--- src/rtl/if_pkg.sv ---
// rtl/if_pkg.sv - shared types and constants for the fetch stage and its instruction queue.
package if_pkg;

  localparam int IF_XLEN    = 64;
  localparam int INST_BYTES = 4;
  localparam int LINE_BYTES = 8;

  typedef struct packed {
    logic [IF_XLEN-1:0] pc;
    logic [31:0]        inst;
  } fetch_entry_t;

  typedef enum logic [1:0] {
    IF_FETCH = 2'd0,
    IF_STALL = 2'd1,
    IF_HALT  = 2'd2
  } if_state_t;

endpackage

--- src/rtl/fetch_queue.sv ---
// rtl/fetch_queue.sv - circular buffer of fetch entries: 2-wide write, 1-wide read, synchronous flush.
module fetch_queue
  import if_pkg::*;
#(
  parameter  int DEPTH = 8,
  localparam int PW    = $clog2(DEPTH),
  localparam int CW    = $clog2(DEPTH + 1)
) (
  input  logic         i_clk,
  input  logic         i_rst_n,
  input  logic         i_flush,
  input  logic [1:0]   i_wr_n,
  input  fetch_entry_t i_wr_data0,
  input  fetch_entry_t i_wr_data1,
  input  logic         i_rd_en,
  output fetch_entry_t o_rd_data,
  output logic [CW-1:0] o_count
);

  fetch_entry_t  r_mem [DEPTH];
  logic [PW-1:0] r_head;
  logic [PW-1:0] r_tail;
  logic [CW-1:0] r_count;

  // Storage is not reset; only the pointers and count define what is live.
  always_ff @(posedge i_clk) begin
    if (!i_flush) begin
      if (i_wr_n != 2'd0) r_mem[r_tail] <= i_wr_data0;
      if (i_wr_n == 2'd2) r_mem[r_tail + PW'(1)] <= i_wr_data1;
    end
  end

  always_ff @(posedge i_clk or negedge i_rst_n) begin
    if (!i_rst_n) begin
      r_head  <= '0;
      r_tail  <= '0;
      r_count <= '0;
    end else if (i_flush) begin
      r_head  <= '0;
      r_tail  <= '0;
      r_count <= '0;
    end else begin
      r_tail  <= r_tail + PW'(i_wr_n);
      r_head  <= r_head + PW'(i_rd_en);
      r_count <= r_count + CW'(i_wr_n) - CW'(i_rd_en);
    end
  end

  assign o_rd_data = r_mem[r_head];
  assign o_count   = r_count;

endmodule

--- src/rtl/if_fetch_queue.sv ---
// rtl/if_fetch_queue.sv - fetch PC, fetch FSM and line split feeding decode through fetch_queue.
// Optional FQ_BYPASS_EN: an accepted line reaches if_* in the same cycle when the queue is empty.
module if_fetch_queue
  import if_pkg::*;
#(
  parameter  int FQ_DEPTH = 8,
  parameter  int XLEN     = IF_XLEN,
  localparam int CW       = $clog2(FQ_DEPTH + 1)
) (
  input  logic            clock,
  input  logic            reset,
  output logic [XLEN-1:0] proc2Icache_addr,
  input  logic [63:0]     Icache_data_out,
  input  logic            Icache_valid_out,
  input  logic            redirect_valid,
  input  logic [XLEN-1:0] redirect_pc,
  input  logic            halt,
  input  logic            dec_ready,
  output logic            if_valid,
  output logic [31:0]     if_inst,
  output logic [XLEN-1:0] if_pc,
  output logic [CW-1:0]   fq_count
);

  logic [XLEN-1:0] r_fetch_pc;
  if_state_t       r_state;
  if_state_t       w_state_next;

  logic [CW-1:0]   w_q_count;
  fetch_entry_t    w_head;
  logic            w_q_valid;
  logic            w_deq_q;
  logic [CW-1:0]   w_free;
  logic [CW-1:0]   w_need;
  logic            w_space;
  logic            w_accept;
  logic [XLEN-1:0] w_pc_plus4;
  fetch_entry_t    w_e0;
  fetch_entry_t    w_e1;
  logic [1:0]      w_wr_n;
  fetch_entry_t    w_wr0;
  logic            w_unused_redirect_lo;

  assign w_unused_redirect_lo = ^redirect_pc[1:0];

  assign w_q_valid  = (w_q_count != '0);
  assign w_deq_q    = w_q_valid && dec_ready;
  // A same-cycle dequeue frees a slot for the incoming line.
  assign w_free     = CW'(FQ_DEPTH) - w_q_count + CW'(w_deq_q);
  assign w_need     = r_fetch_pc[2] ? CW'(1) : CW'(2);
  assign w_space    = (w_free >= w_need);
  assign w_accept   = (r_state == IF_FETCH) && Icache_valid_out && w_space && !redirect_valid;
  assign w_pc_plus4 = r_fetch_pc + XLEN'(INST_BYTES);

  always_comb begin
    w_e0.pc   = IF_XLEN'(r_fetch_pc);
    w_e0.inst = r_fetch_pc[2] ? Icache_data_out[63:32] : Icache_data_out[31:0];
    w_e1.pc   = IF_XLEN'(w_pc_plus4);
    w_e1.inst = Icache_data_out[63:32];
  end

  always_comb begin
    w_wr_n   = 2'd0;
    w_wr0    = w_e0;
    if_valid = w_q_valid;
    if_inst  = w_q_valid ? w_head.inst : 32'd0;
    if_pc    = w_q_valid ? XLEN'(w_head.pc) : '0;
    if (w_accept) w_wr_n = r_fetch_pc[2] ? 2'd1 : 2'd2;
`ifdef FQ_BYPASS_EN
    if (w_accept && !w_q_valid) begin
      if_valid = 1'b1;
      if_inst  = w_e0.inst;
      if_pc    = XLEN'(w_e0.pc);
      if (dec_ready) begin
        w_wr_n = w_wr_n - 2'd1;
        w_wr0  = w_e1;
      end
    end
`endif
  end

  fetch_queue #(.DEPTH(FQ_DEPTH)) u_fetch_queue (
    .i_clk      (clock),
    .i_rst_n    (reset),
    .i_flush    (redirect_valid),
    .i_wr_n     (w_wr_n),
    .i_wr_data0 (w_wr0),
    .i_wr_data1 (w_e1),
    .i_rd_en    (w_deq_q),
    .o_rd_data  (w_head),
    .o_count    (w_q_count)
  );

  always_comb begin
    w_state_next = r_state;
    if (redirect_valid) begin
      w_state_next = IF_FETCH;
    end else if (halt) begin
      w_state_next = IF_HALT;
    end else begin
      case (r_state)
        IF_FETCH: if (!w_space) w_state_next = IF_STALL;
        IF_STALL: if (w_space)  w_state_next = IF_FETCH;
        default:  w_state_next = r_state;
      endcase
    end
  end

  always_ff @(posedge clock or negedge reset) begin
    if (!reset) begin
      r_fetch_pc <= '0;
      r_state    <= IF_FETCH;
    end else begin
      r_state <= w_state_next;
      if (redirect_valid)
        r_fetch_pc <= {redirect_pc[XLEN-1:2], 2'b00};
      else if (w_accept)
        r_fetch_pc <= r_fetch_pc[2] ? w_pc_plus4 : r_fetch_pc + XLEN'(LINE_BYTES);
    end
  end

  assign proc2Icache_addr = r_fetch_pc;
  assign fq_count         = w_q_count;

endmodule

--- config.mk ---
export PLATFORM = sky130hd
export DESIGN_NAME = if_fetch_queue
export DESIGN_NICKNAME = d
export VERILOG_FILES = /design/src/rtl/if_pkg.sv /design/src/rtl/fetch_queue.sv /design/src/rtl/if_fetch_queue.sv
export SDC_FILE = /design/constraint.sdc
export NUM_CORES = 1
export LEC_CHECK = 0
export BUFFER_PORTS_ARGS = -buffer_cell sky130_fd_sc_hd__buf_2
export CORE_MARGIN = 8
export CORE_UTILIZATION = 35
export CTS_CLUSTER_DIAMETER = 50
export DETAILED_ROUTE_END_ITERATION = 8
export GPL_ROUTABILITY_DRIVEN = 0
export HOLD_SLACK_MARGIN = 0.1
export PLACE_DENSITY = 0.62
export SLEW_MARGIN = 20
export SYNTH_ARGS = -nofsm -noshare
export SYNTH_HDL_FRONTEND = slang
export SYNTH_SLANG_ARGS = --single-unit
--- constraint.sdc ---
create_clock -name clock -period 36.7 [get_ports clock]
set_clock_uncertainty 0.2 [all_clocks]
set_input_delay 7.34 -clock clock [delete_from_list [all_inputs] [get_ports clock]]
set_output_delay 7.34 -clock clock [all_outputs]
set_load 0.02 [all_outputs]
After elaboration in Yosys (flattened, before gate mapping). Memory sizes are Yosys's and may differ from the RTL's. Cells that the tools add are included.

$add $sub $neg: 9. Magnitude comparators: 1. Equal/unequal tests: 4. Mux-type cells: 23. Reduce and logical (&&, ||, !) cells: 11.

Operators by type and width (number): $mux 64 (4); $add 64x3->64 const B (1); $add 64x4->64 const B (1); $mux 32 (2); $mux 2 (7); $ne 4x4->1 const B (2); $reduce_bool 4->1 (2); $mux 1 (6); $mux 3 (2); $add 4x1->4 (1); $add 4x2->4 (1); $ge 4x2->1 (1); $logic_and 1x1->1 (4); $mux 4 (1); $pmux 2 s2 (1); $reduce_bool 2->1 (2); $sub 4x1->4 (1); $sub 4x4->4 const A (1); $add 3x1->3 (1); $add 3x1->3 const B (1); $add 3x2->3 (1); $reduce_and 3->1 (1); $eq 2x1->1 const B (1); $eq 2x2->1 const B (1); other kinds (2) (2).

Flip-flop bits (word level): 76. Memory bits (writable): 768. Input bits: 134. Output and inout port bits: 165. Word-level logic and storage cells: 54. Memories kept: 1.

Memory list: u_fetch_queue.r_mem (words 8, bits a word 96, read ports 1, clocked after Yosys merged registers in 0, wr ports 2, RTL line fetch_queue.sv:20) `fetch_entry_t r_mem [DEPTH];`.

Depth between registers and ports, before layout.
Depth in word-level cells: 11. Depth in mapped cells: 22. Gate-level depth less buffers: 19.

Hierarchy. Synthesis repeated with hierarchy kept, for this count alone.

Cell total of the unflattened synthesis: 2989. Area, all modules: 45870.2 um2.

By module, submodules not included: fetch_queue (times used 1, cells each 2037, area each 38543.2 um2, sequential area each 23312.4 um2); if_fetch_queue (times used 1, cells each 952, area each 7327.0 um2, sequential area each 1601.5 um2).

Worst setup path before layout. No wires, ideal clock.

Path kind: input to register. Start: input dec_ready. End: memory u_fetch_queue.r_mem[2][0] (netlist bit) (enable). Setup time: 0.802 ns. Data arrival time: 18.350 ns. Required time: 35.698 ns. Setup slack: 17.348 ns. Cell stages on the path: 9. Buffers on the path: 1. Path through: nand2_1 ha_1 inv_1 ha_1 ha_1 a211o_1 clkbuf_1 o21ai_1 o41ai_1.

RTL lines: start, declared (RTL line if_fetch_queue.sv:18) `input logic dec_ready,`; end, declared (RTL line fetch_queue.sv:20).

==> results_dict.tcl <==
set metrics [dict create \
    status "finished clean" \
    grt_pass1_vias 27591 \
    clock_path_buffers 3 \
    use_met1_pct 25.58 \
    num_vias 27592 \
    slew_violations 0 \
    grt_util_met3_pct 4.528 \
    crit_arrival_ns 12.09 \
    clockRootBuffer "clkbuf_16" \
    top_usage_layer "met2" \
    cts_sinks 826 \
    start_kind "primary input" \
    r2r-end "u_fetch_queue.r_mem[5][94]" \
    crit_type "primary input to flop" \
    overflow 0 \
    dieArea_sq_um 132000 \
    layout-drive-gt1-share_pct 26.03 \
    maxSlewHeadroom_pct 25.03 \
    rsz0062_at_grt "no" \
    wl_per_cell_um 27.21 \
    min_to "r_state[1]" \
    die_w_um 363.3 \
    max_freq_mhz 83.25 \
    power_mw 2.936 \
    hold_viol_final 0 \
    synth_flop_cell "edfxtp_1" \
    portBuffers 292 \
    timing.final.crit_period_ns 12.01 \
    nets 3372 \
    finalSetupViolations 0 \
    dp.cells 4735 \
    initial_core_util_pct 35.23 \
    worst_pin_slew_ns 1.115 \
    synth-seq-area-share_pct 57.88 \
    grt_util_met2_pct 31.90 \
    r2r_cells 17 \
    ios 299 \
    critical_path.max_fanout 39 \
    synth_edf_count 752 \
    area_growth_pct 12.45 \
    cp.required_ns 36.78 \
    path_clk_slew_ns 0.06 \
    end_kind "flop" \
    grt_use_total_pct 19.59 \
    cts_tree "done" \
    h-tree-depth 3 \
    cts_setup_buffers 0 \
    via_per_inst 5.617 \
    async_flop_share_pct 8.959 \
    ys_types 69 \
    cts_buffers 93 \
    irDropWorstVdd_v 0.00003835 \
    clock_latency_ns 0.68 \
    die_h_um 363.3 \
    syn_inst 3302 \
    nFillCells 11285 \
    rrSetupSlack_ns 28.77 \
    hp-class "flop to flop" \
    ys_top_cells_by_count "edfxtp_1 (752), clkbuf_1 (453), nor2_1 (296), xnor2_1 (221), mux4_2 (188)" \
    synth_area_sq_um 42210 \
    synthTopCellsByArea "edfxtp_1 (53%), mux4_2 (10%), xnor2_1 (4.6%)" \
    worstHoldStart "r_state[1]" \
    postRouteAntennaNets 0 \
    drt_first_pass_iters 6 \
    period_share_pct 32.73 \
    fin_cells 4912 \
    reg2reg_from "u_fetch_queue.o_count[3]" \
    rows 127 \
    p_leak_nw 15.42 \
    drt-initial-drc-count 2748 \
    power_density_nw_per_um2 61.86 \
    cts.hold.buffers_added 0 \
    wl_mm 133.7 \
    grt_max_degree 130 \
    antenna_found_initial 12 \
    max_cap_viol_count 0 \
    syn_avg_cell_area_sq_um 12.78 \
    synth_top_area_share_pct 53.50 \
    grt_pass1_wl_mm 192.3 \
    core_sq_um 119800 \
    hpwl_mm 79.15 \
    setup_tns_ns 0 \
    postCtsResizedCells 0 \
    synth_area_leader_cell "edfxtp_1" \
    ys_ff_latch 826 \
    hold_depth 2 \
    yosysMostFrequentCell "edfxtp_1" \
    drc 0 \
    yosysWarnings 0 \
]
-- logic make-up after synthesis --
logic type / after synthesis / share of synthesized area [%]
xor gates and xnor gates: 246 / 5.104
AOI/OAI and AO/OA: 329 / 4.734
adders and majority gates: 20 / 0.6284
other: 1 / 0.008884
and+or+nand+nor: 853 / 9.696
muxes: 452 / 16.69
DFF: 826 / 57.88
buffers and inverters: 575 / 5.258
-- stage by stage --
stage | worst slack, ns | utilization (%) | instance area (sq um) | hold slack, ns
after detailed placement | 23.95 | 37.02 | 44350 | 0.3873
after floorplan | 17.35 | - | 42220 | 0.3284
after CTS | 24.66 | 39.60 | 47440 | 0.4026
after global routing | 24.55 | 39.61 | 47460 | 0.4333
final | 24.69 | 39.62 | 47470 | 0.3998
after global placement | 24.04 | 37.02 | 44350 | 0.3745
-- critical path, cell delays in order --
cell      delay [ns]
buf_2           0.10
nand2_1         0.18
ha_1            0.23
inv_1           0.05
ha_1            0.27
ha_1            0.33
a211oi_4        0.19
a21oi_1         0.53
nand2_1         0.41
o21ai_4         0.86
buf_4           0.79
buf_4           0.74
-- state kept, by name, indices dropped and copies added (netlist names) --
signal,flops
u_fetch_queue.r_mem,752
r_state,2
proc2Icache_addr,62
u_fetch_queue.r_head,3
u_fetch_queue.r_tail,3
u_fetch_queue.o_count,4
-- cells in the final DEF (no fill, tap or decap), types with 13 or more instances in the layout --
cell and count:
a21oi_1 169, a31oi_1 27, and3_1 15, buf_2 290, buf_4 75, clkbuf_1 13, clkbuf_16 95, clkinv_2 17
dfrtp_1 70, edfxtp_1 752, ha_1 18, inv_1 21, mux2_1 39, mux2_2 95, mux2i_1 130, mux4_2 188
nand2_1 166, nand3_1 141, nand4_1 65, nor2_1 295, nor3_1 62, nor4_1 13, o211ai_1 14, o21ai_0 47
o31ai_1 16, or4_1 21, xnor2_1 219, xor2_1 25
-- power by group --
part	internal, mW	total (mW)	leakage, nW	switching, mW
logic	0.310	0.838	6.25	0.528
clock network	0.531	0.941	1.50	0.410
registers	1.10	1.16	7.68	0.0588
total	1.94	2.94	15.4	0.997
-- final cells by class --
cell class | count | area, sq um | share of cell area (%)
clock inverter | 63 | 635.6 | 1.339
tap | 1612 | 2017 | 4.249
multi-input combinational | 1904 | 15750 | 33.18
clock buffer | 110 | 2454 | 5.169
sequential | 826 | 24450 | 51.51
timing repair buffer | 367 | 2054 | 4.328
inverter | 26 | 97.59 | 0.2056
antenna | 4 | 10.01 | 0.02109
-- worst max path at each step --
stage | start | end | cells after the start
2_1_floorplan | dec_ready | u_fetch_queue.r_mem[2][0] | 9
3_3_place_gp | dec_ready | u_fetch_queue.r_mem[5][53] | 12
3_5_place_dp | dec_ready | u_fetch_queue.r_mem[5][47] | 12
4_1_cts | dec_ready | u_fetch_queue.r_mem[5][94] | 12
5_1_grt | dec_ready | u_fetch_queue.r_mem[5][94] | 12
6_report | dec_ready | u_fetch_queue.r_mem[5][94] | 12
-- routing by layer --
layer  share of wire (%)  vias up
li1                    -    11901
met1                  39    14118
met2                  47     1294
met3                 9.5      269
met4                 3.6       10
met5               0.051        -
(Power assumes the default switching activity.)
